<file path="src/rtl/fetch_stage.sv">
// fetch_stage: PC generator and IF/ID boundary in front of a synchronous
// instruction memory with a 1-cycle read latency. It tags the returned data
// with its PC, holds the instruction during a decode stall, and drops one
// slot on a branch redirect.
// Optional build macro FETCH_PERF_EN adds fetched/stall/flush counters.
//
// state | meaning
// ------+-------------------------------------------------------------------
// RUN   | id_instr comes straight from imem_rdata (the tagged read)
// HOLD  | decode stalled; id_instr comes from hold_instr, which was captured
//       | on entry because memory has already moved on to pc_q
module fetch_stage #(
  parameter int                ADDR_W   = 32,
  parameter int                DATA_W   = 32,
  parameter logic [ADDR_W-1:0] RESET_PC = '0,
  parameter int                PC_STEP  = 1,
  parameter int                CNT_W    = 32
) (
  input  logic              clk,
  input  logic              reset,
  input  logic              stall,
  input  logic              branch_taken,
  input  logic [ADDR_W-1:0] branch_target,
  output logic [ADDR_W-1:0] imem_addr,
  input  logic [DATA_W-1:0] imem_rdata,
  output logic [ADDR_W-1:0] id_pc,
  output logic [DATA_W-1:0] id_instr,
  output logic              id_valid
`ifdef FETCH_PERF_EN
  ,
  output logic [CNT_W-1:0]  perf_fetched,
  output logic [CNT_W-1:0]  perf_stalls,
  output logic [CNT_W-1:0]  perf_flushes
`endif
);

  typedef enum logic {RUN = 1'b0, HOLD = 1'b1} state_t;

  state_t            state_q, state_d;
  logic [ADDR_W-1:0] pc_q, pc_d;
  logic [ADDR_W-1:0] tag_pc_q, tag_pc_d;
  logic              tag_vld_q, tag_vld_d;
  logic [DATA_W-1:0] hold_q, hold_d;

  // State register: sync reset drops everything in flight.
  always_ff @(posedge clk) begin
    if (reset) begin
      state_q   <= RUN;
      pc_q      <= RESET_PC;
      tag_pc_q  <= '0;
      tag_vld_q <= 1'b0;
      hold_q    <= '0;
    end else begin
      state_q   <= state_d;
      pc_q      <= pc_d;
      tag_pc_q  <= tag_pc_d;
      tag_vld_q <= tag_vld_d;
      hold_q    <= hold_d;
    end
  end

  // Next state: redirect beats stall; a stall only captures data on entry to
  // HOLD, and releasing it advances exactly like a normal RUN cycle.
  always_comb begin
    state_d   = state_q;
    pc_d      = pc_q;
    tag_pc_d  = tag_pc_q;
    tag_vld_d = tag_vld_q;
    hold_d    = hold_q;
    if (branch_taken) begin
      pc_d      = branch_target;
      tag_vld_d = 1'b0;
      state_d   = RUN;
    end else if (stall) begin
      if (state_q == RUN) begin
        hold_d  = imem_rdata;
        state_d = HOLD;
      end
    end else begin
      tag_pc_d  = pc_q;
      tag_vld_d = 1'b1;
      pc_d      = pc_q + ADDR_W'(PC_STEP);
      state_d   = RUN;
    end
  end

  // Outputs: instruction is forced to zero whenever the slot is a bubble.
  always_comb begin
    imem_addr = pc_q;
    id_pc     = tag_pc_q;
    id_valid  = tag_vld_q;
    id_instr  = '0;
    if (tag_vld_q) id_instr = (state_q == HOLD) ? hold_q : imem_rdata;
  end

`ifdef FETCH_PERF_EN
  // Performance counters; free-running, wrap silently.
  always_ff @(posedge clk) begin
    if (reset) begin
      perf_fetched <= '0;
      perf_stalls  <= '0;
      perf_flushes <= '0;
    end else begin
      if (tag_vld_q && !stall) perf_fetched <= perf_fetched + CNT_W'(1);
      if (stall)               perf_stalls  <= perf_stalls + CNT_W'(1);
      if (branch_taken)        perf_flushes <= perf_flushes + CNT_W'(1);
    end
  end
`endif

endmodule
</file>
<file path="config.mk">
export PLATFORM = sky130hd
export DESIGN_NAME = fetch_stage
export DESIGN_NICKNAME = d
export VERILOG_FILES = /design/src/rtl/fetch_stage.sv
export SDC_FILE = /design/constraint.sdc
export NUM_CORES = 1
export LEC_CHECK = 0
export CAP_MARGIN = 10
export CORE_MARGIN = 4
export CORE_UTILIZATION = 25
export DETAILED_ROUTE_END_ITERATION = 16
export SETUP_SLACK_MARGIN = 0.1
export SLEW_MARGIN = 20
export SYNTH_ARGS = -nofsm -noshare
export SYNTH_HDL_FRONTEND = slang
export SYNTH_SLANG_ARGS = --single-unit
</file>
<file path="constraint.sdc">
create_clock -name clk -period 4.3 [get_ports clk]
set_clock_uncertainty 0.05 [all_clocks]
set_input_delay 0.86 -clock clk [delete_from_list [all_inputs] [get_ports clk]]
set_output_delay 0.86 -clock clk [all_outputs]
set_load 0.05 [all_outputs]
</file>
**Word level (Yosys, flattened, before mapping)**

Cells that the tools add are included.
Widths: inputs -> output; s select.

- Flip-flop bits (word level): 98
- Input bits: 68

- Mux-type cells: 5
- Add/sub/neg operators: 1
- Bitwise logic cells: 2
- Eq/ne operators: 1
- Reduce and logical (&&, ||, !) cells: 3

Operators with widths:

| kind | number |
|---|---|
| $mux 32 | 4 |
| $add 32x1->32 const B | 1 |
| $reduce_and 2->1 | 2 |
| $ne 2x1->1 const B | 1 |
| $not 1->1 | 2 |
| $reduce_or 2->1 | 1 |
| $mux 1 | 1 |

**Logic depth before layout (Yosys ltp)**

- Depth in word-level cells: 3
- Depth in mapped cells: 7

**Worst setup path before layout**

Ideal clock, no wire load.

- Path type: reg2out
- From: register state_q
- To: output port id_instr[10]
- Buffers on the path: 2
- Cell stages (with the launch flop): 5
- Setup slack: 1.614 ns
- Required time: 3.390 ns
- Arrival time: 1.776 ns
- Cell sequence: dfxtp_1 > clkbuf_1 > buf_1 > mux2i_1 > nor2_1

- Cells in the longest elaborated chain, start to end: 2

RTL lines:

| element | line | text |
|---|---|---|
| start, declared | 39 | `state_t state_q, state_d;` |
| start signal, assigned | 54 | `state_q <= state_d;` |
| $mux 32 | - |  |
| $mux 32 | 93 | `if (tag_vld_q) id_instr = (state_q == HOLD) ? hold_q : imem_rdata;` |
| end, declared | 27 | `output logic [DATA_W-1:0] id_instr,` |

Every way passes these cells.

**Worst setup path in the final report**

- From: register state_q
- To: output port id_instr[28]

Same word-level chain as after synthesis.

==> results.json <==
{
  "drc": 0,
  "first_iter_violations": 335,
  "fillCellCount": 1913,
  "layout-drive-gt1-share_pct": 4.49,
  "cp_max_fo": 17,
  "die_x_um": 145,
  "final_nets": 821,
  "vias": 4745,
  "criticalPathCategory": "flip-flop to output pin",
  "grtUsageTotal_pct": 14.6,
  "p_int_w": 0.00153,
  "initial_utilization_pct": 25.8,
  "viasPerCell": 4.81,
  "hpwl_um": 10600,
  "syn_area_per_cell_um2": 7.66,
  "tightest_slew_ps": 900,
  "pwr-share-seq_pct": 44.7,
  "grt_pass1_vias": 4563,
  "final_max_slew_viol_count": 0,
  "cts_tree": "built",
  "postCtsResizedCells": 0,
  "multiInputGateArea_mm2": 0.00251,
  "clock_path_buffers": 2,
  "hold_viol": 0,
  "combPwrFrac_pct": 19.7,
  "detail_route.wl_per_cell_um": 15.7,
  "clock_latency_ps": 350,
  "switching_share_pct": 32.0,
  "cp.arrival_ps": 2380,
  "numCtsBuffers": 9,
  "ys_types": 44,
  "rows": 49,
  "diodes": 0,
  "setup_ws_ps": 1010,
  "die-area_mm2": 0.0211,
  "grt_antenna_before_repair": 0,
  "ir_worst_vdd_uv": 186,
  "cap_violations": 0,
  "ant_nets": 0,
  "syn_area_mm2": 0.00471,
  "drtPass1Iterations": 4,
  "p_leak_nw": 2.24,
  "gp_congestion": 0.776,
  "yosys.area.top_type": "dfxtp_1",
  "holdBufCountCts": 0,
  "synthToLayoutAreaGrowth_pct": 44.6,
  "max_freq_ghz": 0.304,
  "cp.required_ps": 3390,
  "syn_nets": 684,
  "hp-class": "flip-flop to flip-flop",
  "powerDensity_mw_per_mm2": 330,
  "relSlewSlack_pct": 39.5,
  "clock-sinks": 98,
  "rsz0062_at_grt": "false",
  "io_pins": 165,
  "synth_top_area_share_pct": 41.6,
  "period_needed_ps": 3290,
  "end_kind": "output pin",
  "grt_max_degree": 61,
  "setup_viol": 0,
  "netlist_top_cells_area": "dfxtp_1 (42%), nand2_1 (12%), a21oi_1 (7.6%)",
  "syn_inst": 615,
  "die-height_um": 145,
  "pwr-share-clk_pct": 35.6,
  "ys_seq_elements": 98,
  "grt_pass1_wl_um": 25300,
  "clock-root-buffer": "clkbuf_16",
  "core_area_mm2": 0.0183,
  "wirelength_um": 15500,
  "postCtsSetupBuffers": 0,
  "fin_crit_sh_pct": 76.6,
  "pre_cts_ws_ps": 1040,
  "crit_path_start_kind": "flip-flop",
  "yosysWarnings": 0,
  "switchingPower_w": 0.000721,
  "final_util_pct": 37.3,
  "status": "finished clean",
  "cts.htree.levels": 3,
  "regArea_mm2": 0.00196,
  "clkTransAtPathRegs_ps": 80,
  "final.setup.tns_ps": 0,
  "gr-total-overflow": 0,
  "io_buffers": 164,
  "yosysSeqAreaShare_pct": 41.6
}
## kinds of logic (layout without fill, tap and decap cells)
kind of cell,after synthesis,count (layout),share of synthesized area [%]
muxes,33,33,7.01
AOI/OAI and AO/OA,123,123,16.3
xor gates and xnor gates,10,10,1.86
DFF,98,98,41.6
buffers and inverters,63,205,5.18
adders and majority gates,1,1,0.266
and+or+nand+nor,287,287,27.7
## metal layers
layer / up-vias / GRT usage, % / routed length, µm
li1: 2420 / - / -
met1: 2186 / 19.5 / 7330
met2: 128 / 22.5 / 6960
met3: 11 / 4.86 / 1090
met4: 0 / 3.99 / 136
met5: - / 0 / 0
## layout make-up
type                       instances  area share [%]
multi-input combinational        454            36.8
sequential                        98            28.8
timing repair buffer             174            25.2
clock buffer                       9            3.31
tap                              229            4.21
clock inverter                     7           0.863
inverter                          15           0.827
## power by group through the flow
stage,clock network (W),logic (W),registers (W)
floorplan,0,0.000175,0.00111
global placement,0,0.000446,0.00103
detailed placement,0,0.000448,0.00103
CTS,0.000835,0.000449,0.00101
global route,0.000864,0.000476,0.00101
finish,0.000801,0.000444,0.00101
## critical path, cell delays in order (launching register included)
cell and delay (ps):
dfxtp_2 670, buf_4 340, mux2i_1 110, nor2_1 90
clkdlybuf4s50_1 810
## cell usage after synthesis (all sizes together)
cell / count
a2111oi: 4
a211oi: 11
a21boi: 1
a21oi: 72
a221o: 2
a311oi: 12
a31oi: 1
a32oi: 1
and2: 2
and3: 5
and4: 7
buf: 6
clkbuf: 42
dfxtp: 98
ha: 1
inv: 15
mux2i: 33
nand2: 145
nand2b: 1
nand3: 8
nand3b: 5
nand4: 10
nor2: 64
nor2b: 2
nor3: 4
nor3b: 1
nor4: 12
nor4b: 1
o211ai: 3
o21ai: 4
o221ai: 1
o311ai: 2
o31a: 4
o31ai: 5
or2: 2
or3: 9
or4: 9
xnor2: 9
xor2: 1
## stage by stage
step | cell area, µm² | std cells | power [W] | hold slack (ps)
6_report | 6810 | 986 | 0.00225 | 403
3_5_place_dp | 6530 | 970 | 0.00148 | 396
4_1_cts | 6810 | 986 | 0.00229 | 407
3_3_place_gp | 6530 | 970 | 0.00147 | 392
2_1_floorplan | 4710 | 615 | 0.00128 | 386
5_1_grt | 6810 | 986 | 0.00235 | 417
## placed cells by master (no fill, tap or decap), types with 9 or more instances in the layout
cell | Yosys | routed
or3_1 | 9 | 9
buf_4 | 0 | 11
nor4_1 | 12 | 12
xnor2_1 | 9 | 9
nand2_1 | 145 | 145
a211oi_1 | 11 | 11
mux2i_1 | 33 | 33
a311oi_1 | 12 | 12
nor2_1 | 64 | 63
nand4_1 | 9 | 9
clkdlybuf4s50_1 | 0 | 163
a21oi_1 | 72 | 72
inv_1 | 14 | 14
dfxtp_1 | 98 | 97
clkbuf_16 | 0 | 9
## registers in the layout, indices dropped and copies added (netlist names)
signal	flops
state_q	1
imem_addr	32
id_pc	32
hold_q	32
id_valid	1
## worst paths after layout
kind                              startpoint            end  cells past startpoint  slack, ps
worst max-delay path                 state_q   id_instr[28]                      4       1010
worst min-delay path               id_pc[14]      id_pc[14]                      2        400
worst max register to register  imem_addr[3]  imem_addr[20]                      4       1860
worst min register to register     id_pc[14]      id_pc[14]                      2        400
Power figures use the tool's default switching activity.
